<file path="src/rtl/reg_d_pkg.sv">
// Shared widths, types and reset value for the reg_d register file.
package reg_d_pkg;

  localparam int unsigned DATA_W = 8;
  localparam int unsigned ADDR_W = 3;
  localparam int unsigned NREGS  = 2 ** ADDR_W;

  typedef logic [DATA_W-1:0] data_t;
  typedef logic [ADDR_W-1:0] addr_t;

  localparam data_t RST_VAL = data_t'(0);

endpackage

</file>
<file path="src/rtl/reg_d_if.sv">
// Register-file access bus: write port plus two read ports.
interface reg_d_if;
  import reg_d_pkg::*;

  logic  regwrite;
  addr_t ra1;
  addr_t ra2;
  addr_t wa;
  data_t wd;
  data_t rd1;
  data_t rd2;

  modport master (
    output regwrite, ra1, ra2, wa, wd,
    input  rd1, rd2
  );

  modport slave (
    input  regwrite, ra1, ra2, wa, wd,
    output rd1, rd2
  );

endinterface

</file>
<file path="src/rtl/reg_d_rdport.sv">
// One combinational read port of the register file.
// Optional build macro: REGD_WRITE_BYPASS_EN forwards the in-flight write data
// when the read address matches the write address.
module reg_d_rdport
  import reg_d_pkg::*;
(
  input  data_t regs [NREGS],
  input  addr_t addr,
`ifdef REGD_WRITE_BYPASS_EN
  input  logic  byp_en,
  input  addr_t wa,
  input  data_t wd,
`endif
  output data_t rd
);

  // Address mux, overridden by pending write data when forwarding is built in.
  always_comb begin
    rd = regs[addr];
`ifdef REGD_WRITE_BYPASS_EN
    if (byp_en && (addr == wa)) begin
      rd = wd;
    end
`endif
  end

endmodule

</file>
<file path="src/rtl/reg_d.sv">
// 8 x 8 register file: two combinational read ports, one synchronous write port.
// Optional build macro: REGD_WRITE_BYPASS_EN enables write-first forwarding on
// both read ports; storage and write timing are unchanged.
module reg_d
  import reg_d_pkg::*;
(
  input  logic     clk,
  input  logic     rst,
  reg_d_if.slave   bus
);

  data_t regs [NREGS];

  // Storage: synchronous reset has priority over the write port.
  always_ff @(posedge clk) begin
    if (rst) begin
      for (int unsigned i = 0; i < NREGS; i++) begin
        regs[i] <= RST_VAL;
      end
    end else if (bus.regwrite) begin
      regs[bus.wa] <= bus.wd;
    end
  end

`ifdef REGD_WRITE_BYPASS_EN
  logic byp_en;
  assign byp_en = bus.regwrite & ~rst;
`endif

  reg_d_rdport u_rdport1 (
    .regs   (regs),
    .addr   (bus.ra1),
`ifdef REGD_WRITE_BYPASS_EN
    .byp_en (byp_en),
    .wa     (bus.wa),
    .wd     (bus.wd),
`endif
    .rd     (bus.rd1)
  );

  reg_d_rdport u_rdport2 (
    .regs   (regs),
    .addr   (bus.ra2),
`ifdef REGD_WRITE_BYPASS_EN
    .byp_en (byp_en),
    .wa     (bus.wa),
    .wd     (bus.wd),
`endif
    .rd     (bus.rd2)
  );

endmodule

</file>
<file path="src/flat_wrapper.sv">
// flat-port wrapper written by rule: the top's interface ports become plain ports
module reg_d_flat import reg_d_pkg::*;
  (clk, rst, bus_regwrite, bus_ra1, bus_ra2, bus_wa, bus_wd, bus_rd1, bus_rd2);
  reg_d_if bus_i ();
  input  logic clk;
  input  logic rst;
  input wire logic [$bits(bus_i.regwrite)-1:0] bus_regwrite;
  input wire logic [$bits(bus_i.ra1)-1:0] bus_ra1;
  input wire logic [$bits(bus_i.ra2)-1:0] bus_ra2;
  input wire logic [$bits(bus_i.wa)-1:0] bus_wa;
  input wire logic [$bits(bus_i.wd)-1:0] bus_wd;
  output wire logic [$bits(bus_i.rd1)-1:0] bus_rd1;
  output wire logic [$bits(bus_i.rd2)-1:0] bus_rd2;
  assign bus_i.regwrite = bus_regwrite;
  assign bus_i.ra1 = bus_ra1;
  assign bus_i.ra2 = bus_ra2;
  assign bus_i.wa = bus_wa;
  assign bus_i.wd = bus_wd;
  assign bus_rd1 = bus_i.rd1;
  assign bus_rd2 = bus_i.rd2;
  reg_d u_core (.clk(clk), .rst(rst), .bus(bus_i));
endmodule
</file>
<file path="config.mk">
export PLATFORM = sky130hd
export DESIGN_NAME = reg_d_flat
export DESIGN_NICKNAME = d
export VERILOG_FILES = /design/src/rtl/reg_d_pkg.sv /design/src/rtl/reg_d_if.sv /design/src/rtl/reg_d_rdport.sv /design/src/rtl/reg_d.sv /design/src/flat_wrapper.sv
export SDC_FILE = /design/constraint.sdc
export NUM_CORES = 1
export LEC_CHECK = 0
export ABC_AREA = 1
export CORE_MARGIN = 3
export CORE_UTILIZATION = 36
export DETAILED_ROUTE_END_ITERATION = 6
export HOLD_SLACK_MARGIN = 0.12
export PLACE_DENSITY = 0.63
export SLEW_MARGIN = 20
export SYNTH_ARGS = -nofsm -noshare
export SYNTH_HDL_FRONTEND = slang
export SYNTH_SLANG_ARGS = --single-unit
</file>
<file path="constraint.sdc">
create_clock -name clk -period 3 [get_ports clk]
set_clock_uncertainty 0.2 [all_clocks]
set_input_delay 0.6 -clock clk [delete_from_list [all_inputs] [get_ports clk]]
set_output_delay 0.6 -clock clk [all_outputs]
set_load 0.01 [all_outputs]
</file>
==> metrics.md <==
| Metric | Value |
|---|---|
| Die X | `108.9 um` |
| Xor-xnor portion of the synthesized cell area | `0%` |
| R2r startpoint | `u_core.regs[7]` |
| DP HPWL | `9453 um` |
| Initial Utilization | `between 30 and 40%` |
| Yosys warns | `0` |
| Worst-path clk slew | `around 0.070 ns` |
| CTS buffer count | `9` |
| Worst Hold Path Cells | `2` |
| Worst setup SP type | `primary input` |
| Top Registers | `u_core.regs (64)` |
| TritonCTS Sinks | `64` |
| Main combinational cell family by area after synthesis | `simple AND/OR/NAND/NOR gates` |
| CORE AREA | `roughly 10000 um2` |
| Top reg by flops | `u_core.regs` |
| Final Hold Fails | `0` |
| Post-Synth Adder-Cell Area | `0%` |
| Cell count after synthesis | `~650` |
| Global route total overflow | `0` |
| GP Congestion | `about 0.92` |
| NumNets Final | `just over 700` |
| Compound-cell area share of the yosys netlist | `under 10%` |
| Syn Nets | `674` |
| Mapped cell area | `between 3000 and 4000 um2` |
| Cell taking the most area after synthesis | `dfxtp_1` |
| Pins over their slew limit | `0` |
| Antenna Violating Nets Remaining | `0` |
| Number of flip-flops under the largest register name | `64` |
| Final period util | `103.1%` |
| Number of max-cap violations | `0` |
| Worst slew pin tran | `between 0.7 and 0.8 ns` |
| First-pass GRT wire length | `19640 um` |
| Die ar. | `between 10000 and 15000 um2` |
| Int Power | `approximately 0.0014 W` |
| Pin count of the biggest net entering global routing | `65` |
| Peak supply drop | `roughly 360 uV` |
| Register share of total power | `44.8%` |
| Seq cells post-synth | `between 60 and 70` |
| DRT Pass-1 Iters | `7` |
| RSZ-0062 raised after global routing | `true` |
| Period minus WS final | `3.092 ns` |
| Port Buf Inserts | `35` |
| Post-synthesis cell type count | `16` |
| Failing checks | `design-rule violations, negative setup slack` |
| Switching power of the nets | `~0.00059 W` |
| Type of the worst setup path | `in2out` |
| Endpoint, Worst Hold | `u_core.regs[37]` |
| # rows | `36` |
| Root Buffer | `clkbuf_8` |
| Worst-path fanout max | `27` |
| Clock Power Share | `approximately a third` |
| CP arrival | `2.29 ns` |
| Reg2reg end | `u_core.regs[7]` |
| PnR worst setup slack | `-0.09232 ns` |
| Final setup violation count | `7` |
| Peak Freq | `about 320 MHz` |
| Tot GR Track Use | `between 20% and 30%` |
| Reg2Reg Depth | `2` |
| Combinational share of power | `between 20% and 30%` |
| Run status | `finished with violations` |
| Vias in the first global route | `between 3000 and 4000` |
| Placement Cell Area | `about 4400 um2` |
| CTS tree | `yes` |
| Register area share after synthesis | `33.63%` |
| Clock Latency Late Sink | `about 0.32 ns` |
| Number of synthesized flops with an enable pin | `0` |
| Setup bufs post-CTS | `0` |
| Finished Core Util | `between 40% and 50%` |
| Die height | `~110 um` |
| First DRT Iteration DRCs | `about 380` |
| Hold_buf cts | `0` |
| Avg Vias per Cell | `4.925` |
| Sw frac | `29.33%` |
| IO Pins | `36` |
| Final Instance Area | `approximately 4500 um2` |
| Routed wire length | `12340 um` |
| Cell Pwr Density | `about 440 nW/um2` |
| Fraction of registers with async set/reset | `0%` |
| Post-DR wirelength/cell | `about 15 um` |
| Top-count cell post-synth | `nand2_1` |
| Rel. slew slack | `between 40% and 50%` |
| Hold crit path type | `reg2reg` |
| Top cell type's share of synthesized area | `between 30% and 40%` |
| Reg2Reg Setup Slack | `about 2.2 ns` |
| Layout cells sized above 1 | `under 10%` |
| Simple-gate share of the synthesized area | `approximately 45%` |
| Post-synthesis mux area share | `0%` |
| Worst setup EP type | `primary output` |
| Top FF cell, synth | `dfxtp_1` |
| Hold Crit Start | `u_core.regs[37]` |
| DRC | `1` |
| Synth top cells by count | `209 x nand2_1, 128 x nor2_1, 73 x inv_1` |
| Critical Path RT | `between 2 and 2.5 ns` |
| Post-Syn Area per Cell | `just under 6 um2` |
| Area Overhead vs Synth | `18.92%` |
| Largest cells by area after synthesis | `dfxtp_1 34%, nand2_1 21%, nor2_1 13%` |
| CTS H-tree depth | `3` |
| Antenna cells | `0` |
| CTS Buffer Depth | `2` |
| # fillers | `1086` |
| Initial antenna violation count | `0` |
| Pleak | `around 2.3 nW` |
| Vias | `4083` |
==> layout make-up <==
class	count	area (um2)	share of cell area, %
repair buffers	54	534.3	11.79
clock inverters	6	60.06	1.326
inverters	84	339.1	7.484
clock buffers	10	127.6	2.817
flip-flops and latches	64	1281	28.28
multi-input cells	478	2022	44.63
well taps	133	166.4	3.673
==> worst max-delay path, stage by stage <==
cell	delay, ns
clkdlybuf4s50_1	0.50
buf_4	0.30
nand2_1	0.10
nand3_1	0.11
nand2_1	0.08
nand2_1	0.06
nand2_1	0.05
clkdlybuf4s50_1	0.47
==> stage by stage <==
| step | power, W | setup slack, ns | setup TNS, ns | instances | hold slack (ns) |
|---|---|---|---|---|---|
| 3_5_place_dp | 0.001324 | -0.1048 | -1.029 | 813 | 0.2725 |
| 5_1_grt | 0.002100 | -0.1770 | -1.185 | 829 | 0.3005 |
| 4_1_cts | 0.002011 | -0.09053 | -0.5135 | 829 | 0.2879 |
| 3_3_place_gp | 0.001322 | -0.09701 | -0.9886 | 813 | 0.2657 |
| 2_1_floorplan | 0.001157 | 0.9061 | 0 | 654 | 0.2531 |
| 6_report | 0.002003 | -0.09232 | -0.4789 | 829 | 0.2858 |
==> placed cells by master (no fill, tap or decap), types with 2 or more instances in the layout <==
cell and instances:
nand2_1 209, nor2_1 128, inv_1 73, nand3_1 64
o21ai_0 64, dfxtp_1 64, clkdlybuf4s50_1 25, buf_4 14
dlygate4sd2_1 10, clkbuf_8 9, clkinv_2 6, nand2_4 5
inv_2 4, clkinv_4 4, buf_12 4, nand2_2 3
nor2_2 3, nor2_4 2, clkinvlp_4 2
==> worst max-delay path by stage <==
stage,startpoint,endpoint,slack [ns],cells past startpoint
finish,bus_ra1[0],bus_rd1[4],-0.09,8
global route,bus_ra1[0],bus_rd1[1],-0.18,8
CTS,bus_ra1[0],bus_rd1[4],-0.09,8
detailed placement,bus_ra2[0],bus_rd2[7],-0.10,9
global placement,bus_ra2[0],bus_rd2[7],-0.1,8
floorplan,bus_ra1[1],bus_rd1[5],0.91,7
==> power groups by stage <==
| stage | sequential [W] | combinational (W) | clock, W |
|---|---|---|---|
| after floorplan | 0.000909 | 0.000248 | 0 |
| after global placement | 0.000915 | 0.000407 | 0 |
| after detailed placement | 0.000916 | 0.000408 | 0 |
| after CTS | 0.000897 | 0.000400 | 0.000714 |
| after global routing | 0.000900 | 0.000451 | 0.000749 |
| final | 0.000897 | 0.000404 | 0.000702 |
==> logic make-up after synthesis <==
kind of cell,Yosys count
flops,64
simple gates,414
buf+inv,112
compound gates,64
==> repair_timing <==
action / 4_1_cts / 5_1_grt
endpoints found under the setup margin: 16 / 8
resized for setup: 10 / 1
endpoints found under the hold margin: 0 / 0
==> metal layers <==
| layer | up-vias | wire length (um) | global-route usage, % |
|---|---|---|---|
| met5 | - | 0 | 0 |
| met4 | 0 | 234 | 7.124 |
| met3 | 18 | 933 | 2.546 |
| met2 | 179 | 5155 | 30.88 |
| met1 | 1820 | 6015 | 33.26 |
| li1 | 2066 | - | - |
No activity file was read; power rests on OpenSTA's default activity.
